[src/rtl/e_pkg.sv]
// Shared types and helpers for the round-robin arbiter and its mask checker.
package e_pkg;

  localparam int unsigned E_MAX_N = 32;

  typedef enum logic [1:0] {
    ARB_IDLE   = 2'd0,
    ARB_OFFER  = 2'd1,
    ARB_LOCKED = 2'd2
  } arb_state_e;

  // Ones strictly above bit k; k = width-1 (or beyond) yields all-zero.
  function automatic logic [E_MAX_N-1:0] mask_above(input int unsigned k);
    mask_above = {E_MAX_N{1'b1}} << (k + 1);
  endfunction

endpackage

[src/rtl/e.sv]
// Unary admission checker: accepts low-aligned thermometer codes and,
// when enabled, their complement (high-aligned runs of ones).
module e #(
  parameter int W                     = 4,
  parameter bit P_ADMIT_COMPLIMENT_EN = 1'b0
) (
  input  logic [W-1:0] i_data,
  output logic         o_is_unary
);

  logic [W-1:0] inv;
  logic         lo_unary;
  logic         hi_unary;

  assign inv = ~i_data;

  // A value is a low-aligned run of ones iff adding one clears every set bit.
  assign lo_unary = ((i_data & (i_data + W'(1))) == '0);
  assign hi_unary = ((inv & (inv + W'(1))) == '0);

  assign o_is_unary = lo_unary | (P_ADMIT_COMPLIMENT_EN & hi_unary);

endmodule

[src/rtl/e_rr_arb.sv]
// Round-robin arbiter with registered grant, valid/accept handshake, bounded
// lock mode, and a continuously checked thermometer priority mask.
//
// state      | meaning
// ARB_IDLE   | no offer
// ARB_OFFER  | grant valid, awaiting accept
// ARB_LOCKED | grant valid, winner holding the resource
module e_rr_arb
  import e_pkg::*;
#(
  parameter int N          = 4,
  parameter int P_LOCK_MAX = 4
) (
  input  logic                 clk,
  input  logic                 rst,
  input  logic [N-1:0]         i_req,
  input  logic                 i_lock,
  input  logic                 i_accept,
  output logic                 o_gnt_vld,
  output logic [N-1:0]         o_gnt,
  output logic [$clog2(N)-1:0] o_gnt_idx,
  output logic                 o_mask_err
);

  localparam int IW = $clog2(N);
  localparam int CW = $clog2(P_LOCK_MAX + 1);
  localparam logic [CW-1:0] LOCK_MAX = CW'(P_LOCK_MAX);

  arb_state_e    state, state_n;
  logic [IW-1:0] gnt_idx, idx_n;
  logic [N-1:0]  mask, mask_n;
  logic [CW-1:0] lock_cnt, cnt_n;
  logic          mask_err;
  logic          mask_ok;

  logic [N-1:0]  m_acc;
  logic [IW-1:0] pick_cur;
  logic [IW-1:0] pick_acc;
  logic          any_req;

  // Lowest requester inside the mask, falling back to the lowest overall.
  function automatic logic [IW-1:0] pick(input logic [N-1:0] req,
                                         input logic [N-1:0] m);
    logic [N-1:0] c;
    logic [N-1:0] src;
    c    = req & m;
    src  = (c != '0) ? c : req;
    pick = '0;
    for (int i = N - 1; i >= 0; i--) begin
      if (src[i]) pick = IW'(i);
    end
  endfunction

  assign m_acc    = N'(mask_above(32'(gnt_idx)));
  assign pick_cur = pick(i_req, mask);
  assign pick_acc = pick(i_req, m_acc);
  assign any_req  = |i_req;

  always_comb begin
    state_n = state;
    idx_n   = gnt_idx;
    mask_n  = mask;
    cnt_n   = lock_cnt;
    unique case (state)
      ARB_IDLE: begin
        if (any_req) begin
          state_n = ARB_OFFER;
          idx_n   = pick_cur;
        end
      end
      ARB_OFFER: begin
        if (i_accept) begin
          mask_n = m_acc;
          if (i_lock) begin
            state_n = ARB_LOCKED;
            cnt_n   = CW'(1);
          end else if (any_req) begin
            idx_n = pick_acc;
          end else begin
            state_n = ARB_IDLE;
            idx_n   = '0;
          end
        end else if (!i_req[gnt_idx]) begin
          // Withdrawn offer: re-pick against the unchanged mask.
          if (any_req) begin
            idx_n = pick_cur;
          end else begin
            state_n = ARB_IDLE;
            idx_n   = '0;
          end
        end
      end
      ARB_LOCKED: begin
        if (i_accept) begin
          if (!i_lock || lock_cnt == LOCK_MAX) begin
            mask_n = m_acc;
            cnt_n  = '0;
            if (any_req) begin
              state_n = ARB_OFFER;
              idx_n   = pick_acc;
            end else begin
              state_n = ARB_IDLE;
              idx_n   = '0;
            end
          end else begin
            cnt_n = lock_cnt + CW'(1);
          end
        end
      end
      default: begin
        state_n = ARB_IDLE;
        idx_n   = '0;
        cnt_n   = '0;
      end
    endcase
  end

  always_ff @(posedge clk) begin
    if (rst) begin
      state    <= ARB_IDLE;
      gnt_idx  <= '0;
      mask     <= '1;
      lock_cnt <= '0;
      mask_err <= 1'b0;
    end else begin
      state    <= state_n;
      gnt_idx  <= idx_n;
      mask     <= mask_n;
      lock_cnt <= cnt_n;
      mask_err <= !mask_ok;
    end
  end

  e #(
    .W                    (N),
    .P_ADMIT_COMPLIMENT_EN(1'b1)
  ) u_mask_chk (
    .i_data    (mask),
    .o_is_unary(mask_ok)
  );

  // Outputs decode only registered state.
  always_comb begin
    o_gnt = '0;
    if (state != ARB_IDLE) o_gnt[gnt_idx] = 1'b1;
  end

  assign o_gnt_vld  = (state != ARB_IDLE);
  assign o_gnt_idx  = gnt_idx;
  assign o_mask_err = mask_err;

endmodule

[config.mk]
export PLATFORM = sky130hd
export DESIGN_NAME = e_rr_arb
export DESIGN_NICKNAME = d
export VERILOG_FILES = /design/src/rtl/e_pkg.sv /design/src/rtl/e.sv /design/src/rtl/e_rr_arb.sv
export SDC_FILE = /design/constraint.sdc
export NUM_CORES = 1
export LEC_CHECK = 0
export CORE_MARGIN = 8
export CORE_UTILIZATION = 55
export DETAILED_ROUTE_END_ITERATION = 12
export GPL_ROUTABILITY_DRIVEN = 0
export PLACE_DENSITY = 0.81
export SLEW_MARGIN = 20
export SYNTH_ARGS = -nofsm -noshare
export SYNTH_HDL_FRONTEND = slang
export SYNTH_SLANG_ARGS = --single-unit
[constraint.sdc]
create_clock -name clk -period 4.1 [get_ports clk]
set_input_delay 0.41 -clock clk [delete_from_list [all_inputs] [get_ports clk]]
set_output_delay 0.41 -clock clk [all_outputs]
set_load 0.01 [all_outputs]
==> results of run 1 <==
[state kept, by name, indices dropped and copies added, names as in the netlist]
register	count
lock_cnt	3
mask	4
o_gnt_idx	2
o_mask_err	1
state	2
[per-stage QoR]
step / total power (W) / utilization (%) / setup WS, ns / instance area, um2
floorplan: 0.000250 / - / 2.31 / 945
global placement: 0.000301 / 65.5 / 1.62 / 1090
detailed placement: 0.000304 / 65.5 / 1.56 / 1090
CTS: 0.000401 / 67.6 / 1.81 / 1130
global route: 0.000429 / 67.6 / 1.69 / 1130
finish: 0.000398 / 67.6 / 1.80 / 1130
[layout make-up]
class / instances / area share [%]
inverter: 10 / 3.32
multi-input combinational: 100 / 57.0
sequential: 12 / 21.3
timing repair buffer: 15 / 13.3
tap: 17 / 1.88
clock buffer: 4 / 3.21
[layer usage]
layer	part of all wire (%)	vias up
li1	-	487
met1	46	442
met2	50	18
met3	3.3	4
met4	0.86	0
met5	0	-
[worst max-delay path, stage by stage (launching register included)]
cell	delay, ns
dfxtp_1	0.41
inv_1	0.08
ha_1	0.33
nor3_1	0.21
clkdlybuf4s50_1	0.59
[report_power, final]
group          switching, W  internal [W]
Clock             0.0000419     0.0000540
Combinational     0.0000786     0.0000749
Sequential        0.0000200      0.000129
[layout by cell type, fill, tap and decap left out, types with 2 or more instances in the layout]
cell and instances:
nor3_1 4, a21oi_1 7, o21a_1 2, inv_1 10
clkdlybuf4s50_1 15, and3b_1 2, nor2_1 10, a22oi_1 2
mux2i_1 3, and3_1 2, o21ai_0 13, nand3_1 2
nor2b_1 7, dfxtp_1 12, or3b_1 2, a32oi_1 3
nand2_1 16, clkbuf_4 3, o32ai_1 2, o211ai_1 2
ha_1 6
[path summary, 6_finish.rpt]
| check | end | slack, ns | cells past startpoint |
|---|---|---|---|
| hold reg to reg | lock_cnt[1] | 0.48 | 2 |
| setup / recovery | o_gnt[1] | 1.80 | 4 |
| hold / removal | lock_cnt[1] | 0.48 | 2 |
| setup reg to reg | o_gnt_idx[1] | 2.13 | 5 |
[kinds of logic (layout without fill, tap and decap cells)]
logic type / after synthesis / in the layout / synth area share, %
simple gates: 54 / 54 / 30.6
flops: 12 / 12 / 25.4
mux: 4 / 4 / 5.56
compound gates: 36 / 36 / 24.1
buf+inv: 14 / 29 / 6.36
fa+ha+maj: 6 / 6 / 7.95
==> results.yml, run 1 <==
cells_and_area:
  drive_gt1_share_pct: 5.67
  final_nets: 156
  fillers: 152
  diodes: 0
  ff_latch_area_um2: 240
  synthToLayoutAreaGrowth_pct: 19.6
  multi_input_area_um2: 644
  final_cells: 158
cts:
  insertion_delay_ns: 0.27
  cts_root_buf: "clkbuf_4"
  path_clk_slew_ns: 0.08
  cts_buffer_depth: 2
  cts_resized: 0
  cts_buffers: 3
  cts_hold_buf: 0
  cts_setup_buffers: 0
  cts_max_level: 1
  clkSinkCount: 12
  cts_tree: "yes"
detailed_routing:
  viasPerCell: 6.02
  antenna_left: 0
  drt_pass1_iterations: 4
  vias: 951
  wl_per_cell_um: 14.0
  wl_um: 2210
  drc_errors: 0
  drtIter0Drc: 22
power_and_ir_drop:
  leakage_nw: 0.478
  power_density_mw_per_mm2: 352
  vdd_drop_max_v: 0.000255
yosys:
  synth.avg_cell_area_um2: 7.50
  synthArstFlopShare_pct: 0
  synthTopCellsByArea: "dfxtp_1 25%, ha_1 7.9%, o21ai_0 6.9%"
  ys_seq_elements: 12
  ys.flop_type: "dfxtp_1"
  synth_area_um2: 945
  syn_inst: 126
  synth-edff-count: 0
  synth_commonest_cells: "16 x nand2_1, 13 x o21ai_0, 12 x dfxtp_1"
  synth_warnings: 0
  ys_types: 37
  synth_top_area_share_pct: 25.4
  ys_seq_area_share_pct: 25.4
  yosysMostFrequentCell: "nand2_1"
  syn_nets: 140
  synth_top_area_cell: "dfxtp_1"
sta:
  hold_viol: 0
  finalClockSkew_ns: 0.00601
  fin_crit_sh_pct: 56.2
  rsz0062_at_grt: "false"
  slew_headroom_pct: 38.8
  clock.fmax_mhz: 434
  drv_slew: 0
  post-route-min-period_ns: 2.30
  worst_pin_slew_ns: 0.909
  setup_tns_ns: 0
  finalSetupViolCount: 0
  hold_ws_ns: 0.483
outcome:
  status: "finished, final reports clean"
floorplanning:
  rows: 15
  die_h_um: 57.4
  die_area_mm2: 0.00330
  chipWidth_um: 57.4
  start_util_pct: 56.6
  pin_count: 16
  core_mm2: 0.00167
placement:
  placedCellCount: 154
  io_buffers: 15
  dp_hpwl_um: 1740
critical_path:
  cp_max_fo: 10
  worstSetupStartpoint: "state[0]"
  critical_path_class: "reg2out"
  cp.required_ns: 3.69
  start_kind: "register"
  critPathArrivalTime_ns: 1.89
  cp-end-kind: "primary output"
  r2r-start: "o_gnt_idx[1]"
worst_hold_path:
  hp-class: "reg2reg"
  min_from: "lock_cnt[1]"
flow_run:
  cap_violations: 0
grt:
  grt_max_degree: 12
  grt_pass1_wl_um: 3920
  grt.met2_usage_pct: 25.7
  grt_pass1_vias: 876
  busiest_layer: "met2"
  track_usage_pct: 14.7
  grt_overflow: 0
  antenna_found_initial: 0
  grtUsageMet1_pct: 16.8
  grt_use_met3_pct: 4.26
Note: power is estimated with default switching activity, not from simulation.
==> run 2: changes to the inputs <==
- CORE_UTILIZATION: 55 -> 46
- PLACE_DENSITY: 0.81 -> 0.72
- clock period: 4.1 -> 1.9 ns (I/O delays scaled with it)
==> results.yml, run 2 (synthesis gave the netlist of run 1 again) <==
cells_and_area:
  largest_reg_flops: 4
  synthToLayoutAreaGrowth_pct: 29.0
  final_cells: 178
  max_flop_register: "mask"
  mostFrequentLayoutCell: "nand2_1"
  ff_latch_area_um2: 241
  fillers: 180
  drive_gt1_share_pct: 13.9
  final_cell_mix: "16 x nand2_1, 12 x o21ai_0, 11 x clkdlybuf4s50_1, 11 x dfxtp_1"
  final_nets: 166
  diodes: 0
  multi_input_area_um2: 649
  top_regs: "mask (4), lock_cnt (3)"
  post-route-util_pct: 62.8
floorplanning:
  rows: 16
  pin_count: 16
  start_util_pct: 48.6
  chipWidth_um: 61.3
  die_area_mm2: 0.00376
  core_mm2: 0.00194
  die_h_um: 61.3
sta:
  slew_headroom_pct: 77.4
  hold_viol: 0
  rsz0062_at_grt: "false"
  finalSetupViolCount: 0
  finalClockSkew_ns: 0.00141
  clock.fmax_mhz: 554
  worst_pin_slew_ns: 0.335
  fin_crit_sh_pct: 95.0
  post-route-min-period_ns: 1.81
  drv_slew: 0
power_and_ir_drop:
  leakage_nw: 0.543
  power_density_mw_per_mm2: 723
  vdd_drop_max_v: 0.000519
critical_path:
  cp_max_fo: 10
  cp-end-kind: "primary output"
  critical_path_class: "reg2out"
  start_kind: "register"
  cp.required_ns: 1.71
  critPathArrivalTime_ns: 1.62
cts:
  cts_buffer_depth: 2
  cts_setup_buffers: 0
  cts_root_buf: "clkbuf_4"
  cts_max_level: 1
  cts_buffers: 3
  clkSinkCount: 12
  insertion_delay_ns: 0.27
  path_clk_slew_ns: 0.07
  cts_tree: "yes"
grt:
  antenna_found_initial: 0
  grt_max_degree: 11
  track_usage_pct: 14.9
  grt_pass1_vias: 966
  grt_pass1_wl_um: 4260
  grt_overflow: 0
detailed_routing:
  wl_um: 2470
  wl_met3_um: 158
  drt_pass1_iterations: 4
  drc_errors: 0
  wl_per_cell_um: 13.8
  highest-signal-layer: "met4"
  drtIter0Drc: 39
  viasPerCell: 5.71
  antenna_left: 0
  wl_met1_um: 1090
  vias: 1017
  wl_met2_um: 1210
placement:
  placedCellCount: 174
  io_buffers: 15
  dp_hpwl_um: 1950
outcome:
  status: "finished, final reports clean"
worst_hold_path:
  hp-class: "reg2reg"
flow_run:
  cap_violations: 0
## run 2: cell types whose count changed in the layout (fill, tap and decap cells not counted)
cell             previous run  this run
buf_4                       0        10
clkdlybuf4s50_1            15        11
dlygate4sd2_1               0         4
ha_1                        6         4
ha_2                        0         2
dfxtp_1                    12        11
dfxtp_2                     0         1
o21ai_0                    13        12
o21ai_1                     0         1
## run 2: per-stage QoR
stage	TNS, ns	hold WS, ns	setup slack [ns]	power, W	area (um2)
floorplan	0	0.449	0.108	0.000539	945
global placement	0	0.470	0.00487	0.000676	1180
detailed placement	-0.156	0.468	-0.0860	0.000683	1180
CTS	0	0.479	0.0425	0.000885	1210
global route	0	0.492	0.0130	0.000943	1220
finish	0	0.474	0.0944	0.000881	1220
## run 2: what timing repair did
action	4_1_cts	5_1_grt
cloned	0	0
resized for setup	5	3
hold buffers	0	0
endpoints found under the setup margin	5	2
hold endpoints to repair	0	0
## run 2: critical path, stage by stage, from the launching register on
cell,delay (ns)
dfxtp_1,0.38
inv_1,0.08
ha_2,0.24
inv_1,0.10
clkdlybuf4s50_1,0.54
## run 2: area by class of cell
class | count | area share (%)
Multi-Input combinational cell | 100 | 53.3
Sequential cell | 12 | 19.8
Timing Repair Buffer | 25 | 18.1
Inverter | 10 | 3.08
Clock buffer | 4 | 2.98
Tap cell | 27 | 2.77
## run 2: worst paths after layout
check,startpoint,endpoint,slack (ns),cells past startpoint
min reg2reg,lock_cnt[1],lock_cnt[1],0.47,2
max reg2reg,o_gnt_idx[1],o_gnt_idx[1],0.15,5
min,lock_cnt[1],lock_cnt[1],0.47,2
max,state[1],o_gnt_vld,0.09,4
## run 2: layer usage
layer,GRT usage [%],vias to the layer above
li1,-,505
met1,17.6,473
met2,24.6,37
met3,3.34,2
met4,6.98,0
met5,0,-
## run 2: where the power goes
| group | switching (W) | leakage [nW] | total [W] | internal (W) |
|---|---|---|---|---|
| combinational | 0.000189 | 0.423 | 0.000367 | 0.000178 |
| clock | 0.0000845 | 0.0210 | 0.000201 | 0.000116 |
| sequential | 0.0000346 | 0.0983 | 0.000313 | 0.000278 |
==> run 3: changes to the inputs <==
- SKIP_CTS_REPAIR_TIMING: default -> 1
- clock period: 1.9 -> 1.5 ns (I/O delays scaled with it)
==> results.yml, run 3 (synthesis gave the netlist of run 1 again) <==
power_and_ir_drop:
  power_density_mw_per_mm2: 852
  leakage_nw: 0.703
  vdd_drop_max_v: 0.000594
cts:
  cts_tree: "yes"
  path_clk_slew_ns: 0.08
  cts_buffer_depth: 2
  insertion_delay_ns: 0.27
  cts_max_level: 1
  clkSinkCount: 12
  cts_root_buf: "clkbuf_4"
  cts_buffers: 3
detailed_routing:
  highest-signal-layer: "met4"
  wl_met2_um: 1320
  vias: 1064
  antenna_left: 0
  wl_um: 2740
  drtIter0Drc: 25
  wl_per_cell_um: 14.3
  viasPerCell: 5.54
  drc_errors: 0
  drt_pass1_iterations: 4
  wl_met1_um: 1230
  wl_met3_um: 160
cells_and_area:
  drive_gt1_share_pct: 27.9
  synthToLayoutAreaGrowth_pct: 47.4
  largest_reg_flops: 4
  final_cell_mix: "25 x buf_4, 15 x nand2_1, 11 x o21ai_0"
  top_regs: "mask (4), lock_cnt (3)"
  max_flop_register: "mask"
  final_nets: 181
  final_cells: 192
  fillers: 158
  diodes: 0
  mostFrequentLayoutCell: "buf_4"
critical_path:
  start_kind: "register"
  cp_max_fo: 5
  critical_path_class: "reg2reg"
  cp-end-kind: "register"
  cp.required_ns: 1.69
  critPathArrivalTime_ns: 1.87
flow_run:
  cap_violations: 0
sta:
  fin_ws_ns: -0.184
  slew_headroom_pct: 80.3
  finalSetupViolCount: 4
  drv_slew: 0
  setup_tns_ns: -0.634
  hold_viol: 0
  clock.fmax_mhz: 594
  rsz0062_at_grt: "true"
  finalClockSkew_ns: 0.00833
  post-route-min-period_ns: 1.68
  fin_crit_sh_pct: 112
  worst_pin_slew_ns: 0.293
outcome:
  status: "finished, violations left"
  violations: "negative setup slack"
grt:
  grt_max_degree: 11
  antenna_found_initial: 0
  grt_pass1_vias: 1036
  grt_pass1_wl_um: 4280
  grt_overflow: 0
  track_usage_pct: 14.7
placement:
  pre_cts_slack_ns: -0.409
  placedCellCount: 188
  dp_hpwl_um: 1990
  io_buffers: 15
floorplanning:
  die_area_mm2: 0.00376
  pin_count: 16
  rows: 16
  die_h_um: 61.3
  start_util_pct: 48.6
  core_mm2: 0.00194
  chipWidth_um: 61.3
worst_hold_path:
  hp-class: "reg2reg"
run 3: cell types whose count changed in the layout (fill, tap and decap cells not counted), moves of 2 or more:
cell / before / now
buf_4: 10 / 25
clkdlybuf4s50_1: 11 / 8
dfxtp_1: 11 / 9
dfxtp_2: 1 / 3
dlygate4sd2_1: 4 / 0
dlymetal6s2s_1: 0 / 6
o32ai_1: 2 / 0
o32ai_2: 0 / 2
run 3: final cells by class:
| class | instances | area [um2] | area share (%) |
|---|---|---|---|
| Timing Repair Buffer | 40 | 348 | 25.0 |
| Sequential cell | 12 | 244 | 17.5 |
| Inverter | 10 | 37.5 | 2.70 |
| Tap cell | 27 | 33.8 | 2.43 |
| Clock buffer | 3 | 22.5 | 1.62 |
| Multi-Input combinational cell | 100 | 707 | 50.8 |
run 3: final timing paths:
kind                startpoint  slack (ns)      endpoint  depth (start not counted)
setup / recovery  o_gnt_idx[1]       -0.18  o_gnt_idx[1]                          5
setup reg to reg  o_gnt_idx[1]       -0.18  o_gnt_idx[1]                          5
hold / removal     lock_cnt[2]        0.49   lock_cnt[2]                          2
hold reg to reg    lock_cnt[2]        0.49   lock_cnt[2]                          2
run 3: metal layers:
| metal | vias up | GRT usage (%) |
|---|---|---|
| met4 | 0 | 5.32 |
| met2 | 30 | 23.9 |
| li1 | 539 | - |
| met5 | - | 0 |
| met1 | 491 | 18.7 |
| met3 | 4 | 2.71 |
run 3: worst max-delay path: stages (launching register included):
cell and delay (ns):
dfxtp_2 0.35, mux4_2 0.52, nand2_2 0.10, nand3_4 0.08
or4_4 0.44, o32ai_2 0.10
run 3: through the flow:
| stage | total power, W | area [um2] | hold WS [ns] | util, % |
|---|---|---|---|---|
| after floorplan | 0.000684 | 946 | 0.435 | - |
| after global placement | 0.000922 | 1290 | 0.483 | 66.3 |
| after detailed placement | 0.000931 | 1290 | 0.491 | 66.3 |
| after CTS | 0.00113 | 1310 | 0.503 | 67.5 |
| after global routing | 0.00127 | 1390 | 0.529 | 71.7 |
| final | 0.00119 | 1390 | 0.488 | 71.7 |
run 3: report_power, final:
part / switching [W] / total [W] / internal, W / leakage [nW]
registers: 0.0000356 / 0.000389 / 0.000354 / 0.0992
clock network: 0.000114 / 0.000207 / 0.0000929 / 0.0138
logic: 0.000289 / 0.000591 / 0.000302 / 0.590
total: 0.000438 / 0.00119 / 0.000749 / 0.703
